--- src/rtl/alu_bist_driver_if.sv ---
// Operand/result bundle between the BIST driver (master) and the ALU under test (slave).
// Purely combinational hand-off: the ALU answers whatever a/b/op currently hold.
interface alu_bist_driver_if;
   logic [31:0] a;
   logic [31:0] b;
   logic [2:0]  op;
   logic [31:0] z;
   logic        ex;

   modport master (output a, b, op, input z, ex);
   modport slave  (input a, b, op, output z, ex);
endinterface

--- src/rtl/alu_bist_driver.sv ---
// In-hardware ALU self-check: LFSR operands, cycling ops, on-chip expected result and pass/fail tally.
// Latency 2+SETTLE cycles per vector; no backpressure, the ALU must settle within SETTLE cycles.
module alu_bist_driver #(
   parameter int unsigned NUM_VECTORS = 16,
   parameter int unsigned SETTLE      = 1,
   parameter logic [31:0] SEED        = 32'hACE1_2468
) (
   input  logic                     clk,
   input  logic                     reset_n,
   input  logic                     start,
   output logic                     busy,
   output logic                     done,
   alu_bist_driver_if.master        alu,
   output logic [15:0]              pass_cnt,
   output logic [15:0]              fail_cnt,
   output logic [15:0]              first_fail_idx,
   output logic [2:0]               first_fail_op
);

   // An all-zero state would lock the LFSR up.
   localparam logic [31:0] SEED_EFF    = (SEED == 32'd0) ? 32'd1 : SEED;
   localparam logic [15:0] LAST_IDX    = 16'(NUM_VECTORS - 1);
   localparam logic [3:0]  SETTLE_LAST = 4'(SETTLE - 1);

   typedef enum logic [2:0] {
      S_IDLE,
      S_GEN,
      S_WAIT,
      S_CHECK,
      S_DONE
   } state_t;

   typedef struct packed {
      logic [31:0] a;
      logic [31:0] b;
      logic [2:0]  op;
   } vec_t;

   state_t      state_q, state_d;
   vec_t        vec_q;
   logic [31:0] lfsr_q;
   logic [31:0] lfsr_n1, lfsr_n2;
   logic [15:0] idx_q;
   logic [2:0]  phase_q;
   logic [3:0]  wait_q;
   logic [31:0] exp_z;
   logic        exp_ex;
   logic        match;
   logic        accept;

   function automatic logic [31:0] lfsr_nxt(input logic [31:0] s);
      return {s[30:0], s[31] ^ s[21] ^ s[1] ^ s[0]};
   endfunction

   function automatic logic [2:0] op_of_phase(input logic [2:0] ph);
      case (ph)
         3'd0:    return 3'b000;
         3'd1:    return 3'b001;
         3'd2:    return 3'b010;
         3'd3:    return 3'b110;
         default: return 3'b111;
      endcase
   endfunction

   assign lfsr_n1 = lfsr_nxt(lfsr_q);
   assign lfsr_n2 = lfsr_nxt(lfsr_n1);
   assign accept  = start && ((state_q == S_IDLE) || (state_q == S_DONE));

   assign alu.a  = vec_q.a;
   assign alu.b  = vec_q.b;
   assign alu.op = vec_q.op;

   always_comb begin
      exp_z = 32'd0;
      case (vec_q.op)
         3'b000:  exp_z = vec_q.a & vec_q.b;
         3'b001:  exp_z = vec_q.a | vec_q.b;
         3'b010:  exp_z = vec_q.a + vec_q.b;
         3'b110:  exp_z = vec_q.a - vec_q.b;
         3'b111:  exp_z = {31'd0, $signed(vec_q.a) < $signed(vec_q.b)};
         default: exp_z = 32'd0;
      endcase
   end

   assign exp_ex = (exp_z == 32'd0);
   // An X/Z on z or ex makes match unknown, which lands in the fail branch below.
   assign match  = (alu.z == exp_z) && (alu.ex == exp_ex);

   always_ff @(posedge clk) begin
      if (!reset_n) state_q <= S_IDLE;
      else          state_q <= state_d;
   end

   always_comb begin
      state_d = state_q;
      case (state_q)
         S_IDLE, S_DONE: if (start) state_d = (NUM_VECTORS == 0) ? S_DONE : S_GEN;
         S_GEN:          state_d = S_WAIT;
         S_WAIT:         if (wait_q == SETTLE_LAST) state_d = S_CHECK;
         S_CHECK:        state_d = (idx_q == LAST_IDX) ? S_DONE : S_GEN;
         default:        state_d = S_IDLE;
      endcase
   end

   always_comb begin
      busy = 1'b0;
      done = 1'b0;
      case (state_q)
         S_GEN, S_WAIT, S_CHECK: busy = 1'b1;
         S_DONE:                 done = 1'b1;
         default:                ;
      endcase
   end

   always_ff @(posedge clk) begin
      if (!reset_n) begin
         vec_q          <= '0;
         lfsr_q         <= SEED_EFF;
         idx_q          <= 16'd0;
         phase_q        <= 3'd0;
         wait_q         <= 4'd0;
         pass_cnt       <= 16'd0;
         fail_cnt       <= 16'd0;
         first_fail_idx <= 16'hFFFF;
         first_fail_op  <= 3'd0;
      end else begin
         if (accept) begin
            lfsr_q         <= SEED_EFF;
            idx_q          <= 16'd0;
            phase_q        <= 3'd0;
            pass_cnt       <= 16'd0;
            fail_cnt       <= 16'd0;
            first_fail_idx <= 16'hFFFF;
            first_fail_op  <= 3'd0;
         end
         if (state_q == S_GEN) begin
            vec_q   <= '{a: lfsr_n1, b: lfsr_n2, op: op_of_phase(phase_q)};
            lfsr_q  <= lfsr_n2;
            phase_q <= (phase_q == 3'd4) ? 3'd0 : phase_q + 3'd1;
            wait_q  <= 4'd0;
         end
         if (state_q == S_WAIT) begin
            wait_q <= wait_q + 4'd1;
         end
         if (state_q == S_CHECK) begin
            if (match) begin
               pass_cnt <= pass_cnt + 16'd1;
            end else begin
               fail_cnt <= fail_cnt + 16'd1;
               if (fail_cnt == 16'd0) begin
                  first_fail_idx <= idx_q;
                  first_fail_op  <= vec_q.op;
               end
            end
            if (idx_q != LAST_IDX) idx_q <= idx_q + 16'd1;
         end
      end
   end

endmodule

--- src/flat_wrapper.sv ---
// flat-port wrapper written by rule: the top's interface ports become plain ports
module alu_bist_driver_flat 
#(
   parameter int unsigned NUM_VECTORS = 16,
   parameter int unsigned SETTLE      = 1,
   parameter logic [31:0] SEED        = 32'hACE1_2468
)
  (clk, reset_n, start, busy, done, pass_cnt, fail_cnt, first_fail_idx, first_fail_op, alu_a, alu_b, alu_op, alu_z, alu_ex);
  alu_bist_driver_if alu_i ();
  input  logic clk;
  input  logic reset_n;
  input  logic start;
  output logic busy;
  output logic done;
  output logic [15:0] pass_cnt;
  output logic [15:0] fail_cnt;
  output logic [15:0] first_fail_idx;
  output logic [2:0] first_fail_op;
  output wire logic [$bits(alu_i.a)-1:0] alu_a;
  output wire logic [$bits(alu_i.b)-1:0] alu_b;
  output wire logic [$bits(alu_i.op)-1:0] alu_op;
  input wire logic [$bits(alu_i.z)-1:0] alu_z;
  input wire logic [$bits(alu_i.ex)-1:0] alu_ex;
  assign alu_a = alu_i.a;
  assign alu_b = alu_i.b;
  assign alu_op = alu_i.op;
  assign alu_i.z = alu_z;
  assign alu_i.ex = alu_ex;
  alu_bist_driver #(.NUM_VECTORS(NUM_VECTORS), .SETTLE(SETTLE), .SEED(SEED)) u_core (.clk(clk), .reset_n(reset_n), .start(start), .busy(busy), .done(done), .alu(alu_i), .pass_cnt(pass_cnt), .fail_cnt(fail_cnt), .first_fail_idx(first_fail_idx), .first_fail_op(first_fail_op));
endmodule
--- config.mk ---
export PLATFORM = sky130hd
export DESIGN_NAME = alu_bist_driver_flat
export DESIGN_NICKNAME = d
export VERILOG_FILES = /design/src/rtl/alu_bist_driver_if.sv /design/src/rtl/alu_bist_driver.sv /design/src/flat_wrapper.sv
export SDC_FILE = /design/constraint.sdc
export NUM_CORES = 1
export LEC_CHECK = 0
export CORE_ASPECT_RATIO = 0.7
export CORE_MARGIN = 2
export CORE_UTILIZATION = 51
export DETAILED_ROUTE_END_ITERATION = 10
export PLACE_DENSITY = 0.84
export SYNTH_ARGS = -nofsm -noshare
export SYNTH_HDL_FRONTEND = slang
export SYNTH_SLANG_ARGS = --single-unit
--- constraint.sdc ---
create_clock -name clk -period 6.2 [get_ports clk]
set_input_delay 0.93 -clock clk [delete_from_list [all_inputs] [get_ports clk]]
set_output_delay 0.93 -clock clk [all_outputs]
set_load 0.1 [all_outputs]
## Word-level counts from Yosys, hierarchy flattened

Index checks and enable logic that the tools add are counted.

| cells by class | value |
|---|---|
| add/subtract/negate cells | 7 |
| magnitude comparators | 1 |
| equal/unequal tests | 18 |
| mux-type cells | 32 |
| bitwise logic cells | 8 |
| reductions and logical operators | 14 |

Operators with widths:

| kind | count |
|---|---|
| $mux W16 | 13 |
| $pmux W32 S5 | 1 |
| $mux W32 | 2 |
| $add A16 B1 Y16 const B | 3 |
| $add A32 B32 Y32 | 1 |
| $and A32 B32 Y32 | 1 |
| $eq A32 B32 Y1 | 1 |
| $logic_not A32 Y1 | 1 |
| $lt A32 B32 Y1 | 1 |
| $or A32 B32 Y32 | 1 |
| $sub A32 B32 Y32 | 1 |
| $mux W3 | 10 |
| $pmux W3 S4 | 2 |
| $eq A16 B4 Y1 const B | 1 |
| $logic_not A16 Y1 | 1 |
| $ne A16 B4 Y1 const B | 1 |
| $eq A3 B2 Y1 const B | 5 |
| $eq A3 B3 Y1 const B | 4 |
| $eq A3 B1 Y1 const B | 3 |
| $logic_not A3 Y1 | 3 |
| $mux W4 | 2 |
| $xor A1 B1 Y1 | 6 |
| $add A4 B1 Y4 const B | 1 |
| $logic_not A4 Y1 | 1 |
| other kinds (11) | 14 |

| storage, ports and cells | value |
|---|---|
| register bits | 176 |
| input port bits | 36 |
| logic and storage cells | 92 |

## Logic depth before layout (Yosys ltp)

| depth | value |
|---|---|
| word-level depth | 7 |
| depth in mapped cells | 19 |
| mapped depth without buffers | 16 |

## Least setup slack after synthesis

Ideal clock, no wire load.

| timing path | value |
|---|---|
| kind | flip-flop to flip-flop |
| from | reg u_core.vec_q (netlist bit u_core.alu.b[2]) |
| to | reg u_core.pass_cnt[14] |
| arrival | 5.536 ns |
| required time | 6.128 ns |
| slack | 0.592 ns |
| cell stages (with the launch flop) | 18 |
| cells stage by stage | dfxtp_1 inv_1 ha_1 buf_2 nor2b_1 o2111ai_2 a21oi_2 a211oi_1 a2111oi_0 or3_1 or3_1 a2111o_1 or4_4 nor4_4 nand4_2 buf_2 nor4_4 mux2i_1 |

| on the way | value |
|---|---|
| word-level cells in the longest chain between the ends | 7 |
| elaborated cells between the ends (all ways) | 12 |

RTL lines:

| element | RTL line | text |
|---|---|---|
| start, declared | alu_bist_driver.sv:40 | `vec_t vec_q;` |
| start signal, assigned | alu_bist_driver.sv:137 | `vec_q <= '{a: lfsr_n1, b: lfsr_n2, op: op_of_phase(phase_q)};` |
| $sub A32 B32 Y32 (tied with other cells) | alu_bist_driver.sv:79 | `3'b110: exp_z = vec_q.a - vec_q.b;` |
| $pmux W32 S5 (*) | alu_bist_driver.sv:75 | `case (vec_q.op)` |
| $logic_not A32 Y1 | alu_bist_driver.sv:85 | `assign exp_ex = (exp_z == 32'd0);` |
| $eq A1 B1 Y1 | alu_bist_driver.sv:87 | `assign match = (alu.z == exp_z) && (alu.ex == exp_ex);` |
| $logic_and A1 B1 Y1 (*) | alu_bist_driver.sv:87 |  |
| $mux W16 (*) | alu_bist_driver.sv:146 | `if (match) begin` |
| $mux W16 (*) | alu_bist_driver.sv:145 | `if (state_q == S_CHECK) begin` |
| end signal, assigned | alu_bist_driver.sv:147 | `pass_cnt <= pass_cnt + 16'd1;` |
| end, declared | alu_bist_driver.sv:14 | `output logic [15:0] pass_cnt,` |

Every way passes the cells marked *; elsewhere a longest branch is shown, timed or not.
A chain may end at the register's enable or synchronous reset.

## Worst setup path in the final report

| timing path | value |
|---|---|
| from | reg u_core.vec_q (netlist bit u_core.alu.b[9]) |
| to | reg u_core.pass_cnt[8] |

Same word-level chain as after synthesis.

==> metrics.md <==
| Metric | Value |
|---|---|
| Number of synthesized flops with an enable pin | `0` |
| Min cycle time layout | `~5.8 ns` |
| Final nets | `between 2000 and 2500` |
| H-tree Lvls | `4` |
| DRC Markers | `0` |
| Critical-path cell list | `inv_1 -> ha_1 -> nor2_2 -> nand4_1 -> a21oi_1 -> nor2_1 -> mux2_1 -> or4_1 -> a2111oi_0 -> nand4_1 -> or4_4 -> nor4_4 -> nand4_2 -> buf_4 -> or4_1 -> nand2_1` |
| CP required | `6.59 ns` |
| Library cells used by synthesis | `90` |
| Layout cells sized above 1 | `under 10%` |
| Hold buffer count at CTS | `0` |
| Full die area | `27100 um2` |
| Synth cell count leaders | `nand2_1, a21oi_1, dfxtp_1, nor2_1, inv_1` |
| Synth Flop Type | `dfxtp_1` |
| DRT iter0 DRCs | `roughly 2000` |
| Area of the multi-input gates | `9150 um2` |
| DPL Wire Length | `approximately 40 mm` |
| I/O pin count | `156` |
| Total global-route track usage | `a little under two fifths` |
| Max-cap violation count | `0` |
| Cell count after synthesis | `about 1800` |
| Worst-path clk slew | `around 0.07 ns` |
| Synthesized area | `13100 um2` |
| Die extent in y | `138 um` |
| Synth Net Count | `1949` |
| Max-slew violations | `0` |
| Die Wd | `slightly below 200 um` |
| Startpoint types | `register` |
| Largest net degree at the start of global routing | `56` |
| Final hold violation count | `0` |
| Asr flop ratio synth | `0%` |
| Final antenna-violating net count | `0` |
| FP Rows | `49` |
| Placed cell area | `14800 um2` |
| Post-CTS setup repair buffer count | `0` |
| Fillers | `between 2000 and 2500` |
| Final Cell Area | `around 15000 um2` |
| Worst EP arrival | `roughly 6 ns` |
| CTS Buffer Depth | `2` |
| Mean Syn Cell Area | `around 7.3 um2` |
| Least-Margin Pin Slew | `1.08 ns` |
| First-pass GRT wire length | `a little under 80 mm` |
| Wirelength per Cell | `~23 um` |
| Most numerous cell in the Yosys netlist | `nand2_1` |
| Worst Path Max Fanout | `28` |
| Antenna violations before repair | `0` |
| Slew margin rel. | `roughly 27%` |
| TNS Setup | `0 ns` |
| Synth Area in Simple Gates | `about a quarter` |
| Register area | `~2900 um2` |
| Worst vdd rail ir drop | `approximately 0.00021 V` |
| Grt ovf | `0` |
| CTS Buf Count | `17` |
| Utilization after layout | `between 60% and 70%` |
| Largest family of logic cells by synthesized area | `simple AND/OR/NAND/NOR gates` |
| Diode count | `0` |
| Final Cycle Share | `a little over 90%` |
| Adder-Cell Fraction of Synth Area | `approximately a tenth` |
| Clock Skews | `around 0.012 ns` |
| Multiplexer share of the synthesized area | `under 10%` |
| Status | `completed` |
| Maximum clock rate | `between 0.15 and 0.2 GHz` |
| Core area | `25500 um2` |
| Routed wire length | `a little over 50 mm` |
| Starting Density | `51.5%` |
| Min-delay worst type | `register to register` |
| Area grow syn2layout | `17.3%` |
| Compound-Gate Fraction of Synth Area | `between 20% and 30%` |
| Sequential share of the synthesized area | `about 22%` |
| Worst skew pair latency | `approximately 0.45 ns` |
| Top cell type by total area after synthesis | `dfxtp_1` |
| Router iterations before antenna repair | `6` |
| Unrepaired setup endpoints after global routing | `false` |
| CTS tree | `built` |
| Port Buffers | `approximately 160` |
| Clock sinks | `approximately 150` |
| Setup-failing EPs final | `0` |
| Flop2flop setup slack | `0.41 ns` |
| Leak | `0.00566 uW` |
| Crit-path slowest cell | `ha_1` |
| Pwr dens | `around 260 nW/um2` |
| Vias per cell | `6.54` |
| Crit-path max cell delay | `approximately 0.56 ns` |
| Area share of the largest cell type after synthesis | `approximately 22%` |
| Critical path class | `register to register` |
| Critical path endpoint category | `register` |
| Synth top area cells | `dfxtp_1, ha_1, a21oi_1` |
| Final RePlAce weighted congestion | `a little over 1` |
| Vias in the first global route | `approximately 13000` |
| Synth warn | `0` |
| Flops & latches, synth | `145` |
| Synth Area in XOR/XNOR | `about 2.7%` |
| Total number of vias | `14600` |
| Clk root buf | `clkbuf_16` |
[cell type report]
cell class                 instances  area share, %
inverter                         118           2.88
clock inverter                    14           1.12
tap                              331           2.69
sequential                       145           18.9
timing repair buffer             200           12.2
multi-input combinational       1405           59.4
clock buffer                      17           2.76
[worst paths after layout]
| kind | cells after the start | start | end |
|---|---|---|---|
| max | 16 | u_core.alu.b[9] | u_core.pass_cnt[8] |
| min | 2 | u_core.lfsr_q[28] | u_core.lfsr_q[28] |
| max reg2reg | 16 | u_core.alu.b[9] | u_core.pass_cnt[8] |
| min reg2reg | 2 | u_core.lfsr_q[28] | u_core.lfsr_q[28] |
[worst max-delay path: cells and delay by family, from the launching register on]
| kind | cells | cell delay, ns |
|---|---|---|
| flops | 1 | 0.50 |
| fa+ha+maj | 1 | 0.56 |
| simple gates | 10 | 2.98 |
| compound gates | 2 | 0.84 |
| mux | 1 | 0.38 |
| buf+inv | 2 | 0.45 |
[metrics by stage]
stage,setup WS [ns],total power (uW),hold WS [ns],std cells
finish,0.413,4020,0.453,2230
global route,0.0940,4190,0.482,2230
CTS,0.191,3960,0.458,2230
detailed placement,0.277,2890,0.449,2199
global placement,0.530,2880,0.443,2199
floorplan,0.592,2340,0.437,1804
[flip-flops by register name, summed over array words and instances (netlist names), 4 cells and up]
| register | flops |
|---|---|
| u_core.idx_q | 16 |
| u_core.first_fail_idx | 16 |
| u_core.alu.b | 31 |
| u_core.lfsr_q | 32 |
| u_core.pass_cnt | 16 |
| u_core.wait_q | 4 |
| u_core.fail_cnt | 16 |
[layout by cell type, fill, tap and decap left out, types with 15 or more instances in the layout]
master and count:
and3_1 21, nor2b_1 27, mux2i_1 43, o22ai_1 20, dfxtp_1 144, a211oi_1 21, nand3_1 51, nor2_1 140
a2111oi_0 23, ha_1 107, xnor2_1 28, inv_1 107, nor4_1 37, clkdlybuf4s50_1 154, a31oi_1 25, nand4_1 43
and2_1 15, clkbuf_16 17, nor3_1 51, buf_4 45, o31ai_1 24, o211ai_1 24, nand2_1 217, a21oi_1 163
o21ai_0 64
[power breakdown]
part | internal (uW) | switching, uW | total [uW]
Sequential | 979 | 72.3 | 1050
Combinational | 565 | 1320 | 1880
Clock | 607 | 476 | 1080
[kinds of logic (layout without fill, tap and decap cells)]
kind of cell               count (synthesis)  after routing
AOI/OAI and AO/OA                        515            515
xor gates and xnor gates                  41             41
adders and majority gates                109            109
buffers and inverters                    254            349
DFF                                      145            145
muxes                                     48             48
and+or+nand+nor                          692            692
[per-layer routing]
metal | wire, um | GRT usage (%) | up-vias
li1 | - | - | 6736
met1 | 23500 | 55.3 | 6912
met2 | 20300 | 51.0 | 842
met3 | 6480 | 12.1 | 86
met4 | 1240 | 9.85 | 0
met5 | 0 | 0 | -
[repair_timing]
action,in CTS,in global routing
setup endpoints to repair,0,29
gates resized for setup,0,4
endpoints found under the hold margin,0,0
No activity file was read; power rests on OpenSTA's default activity.
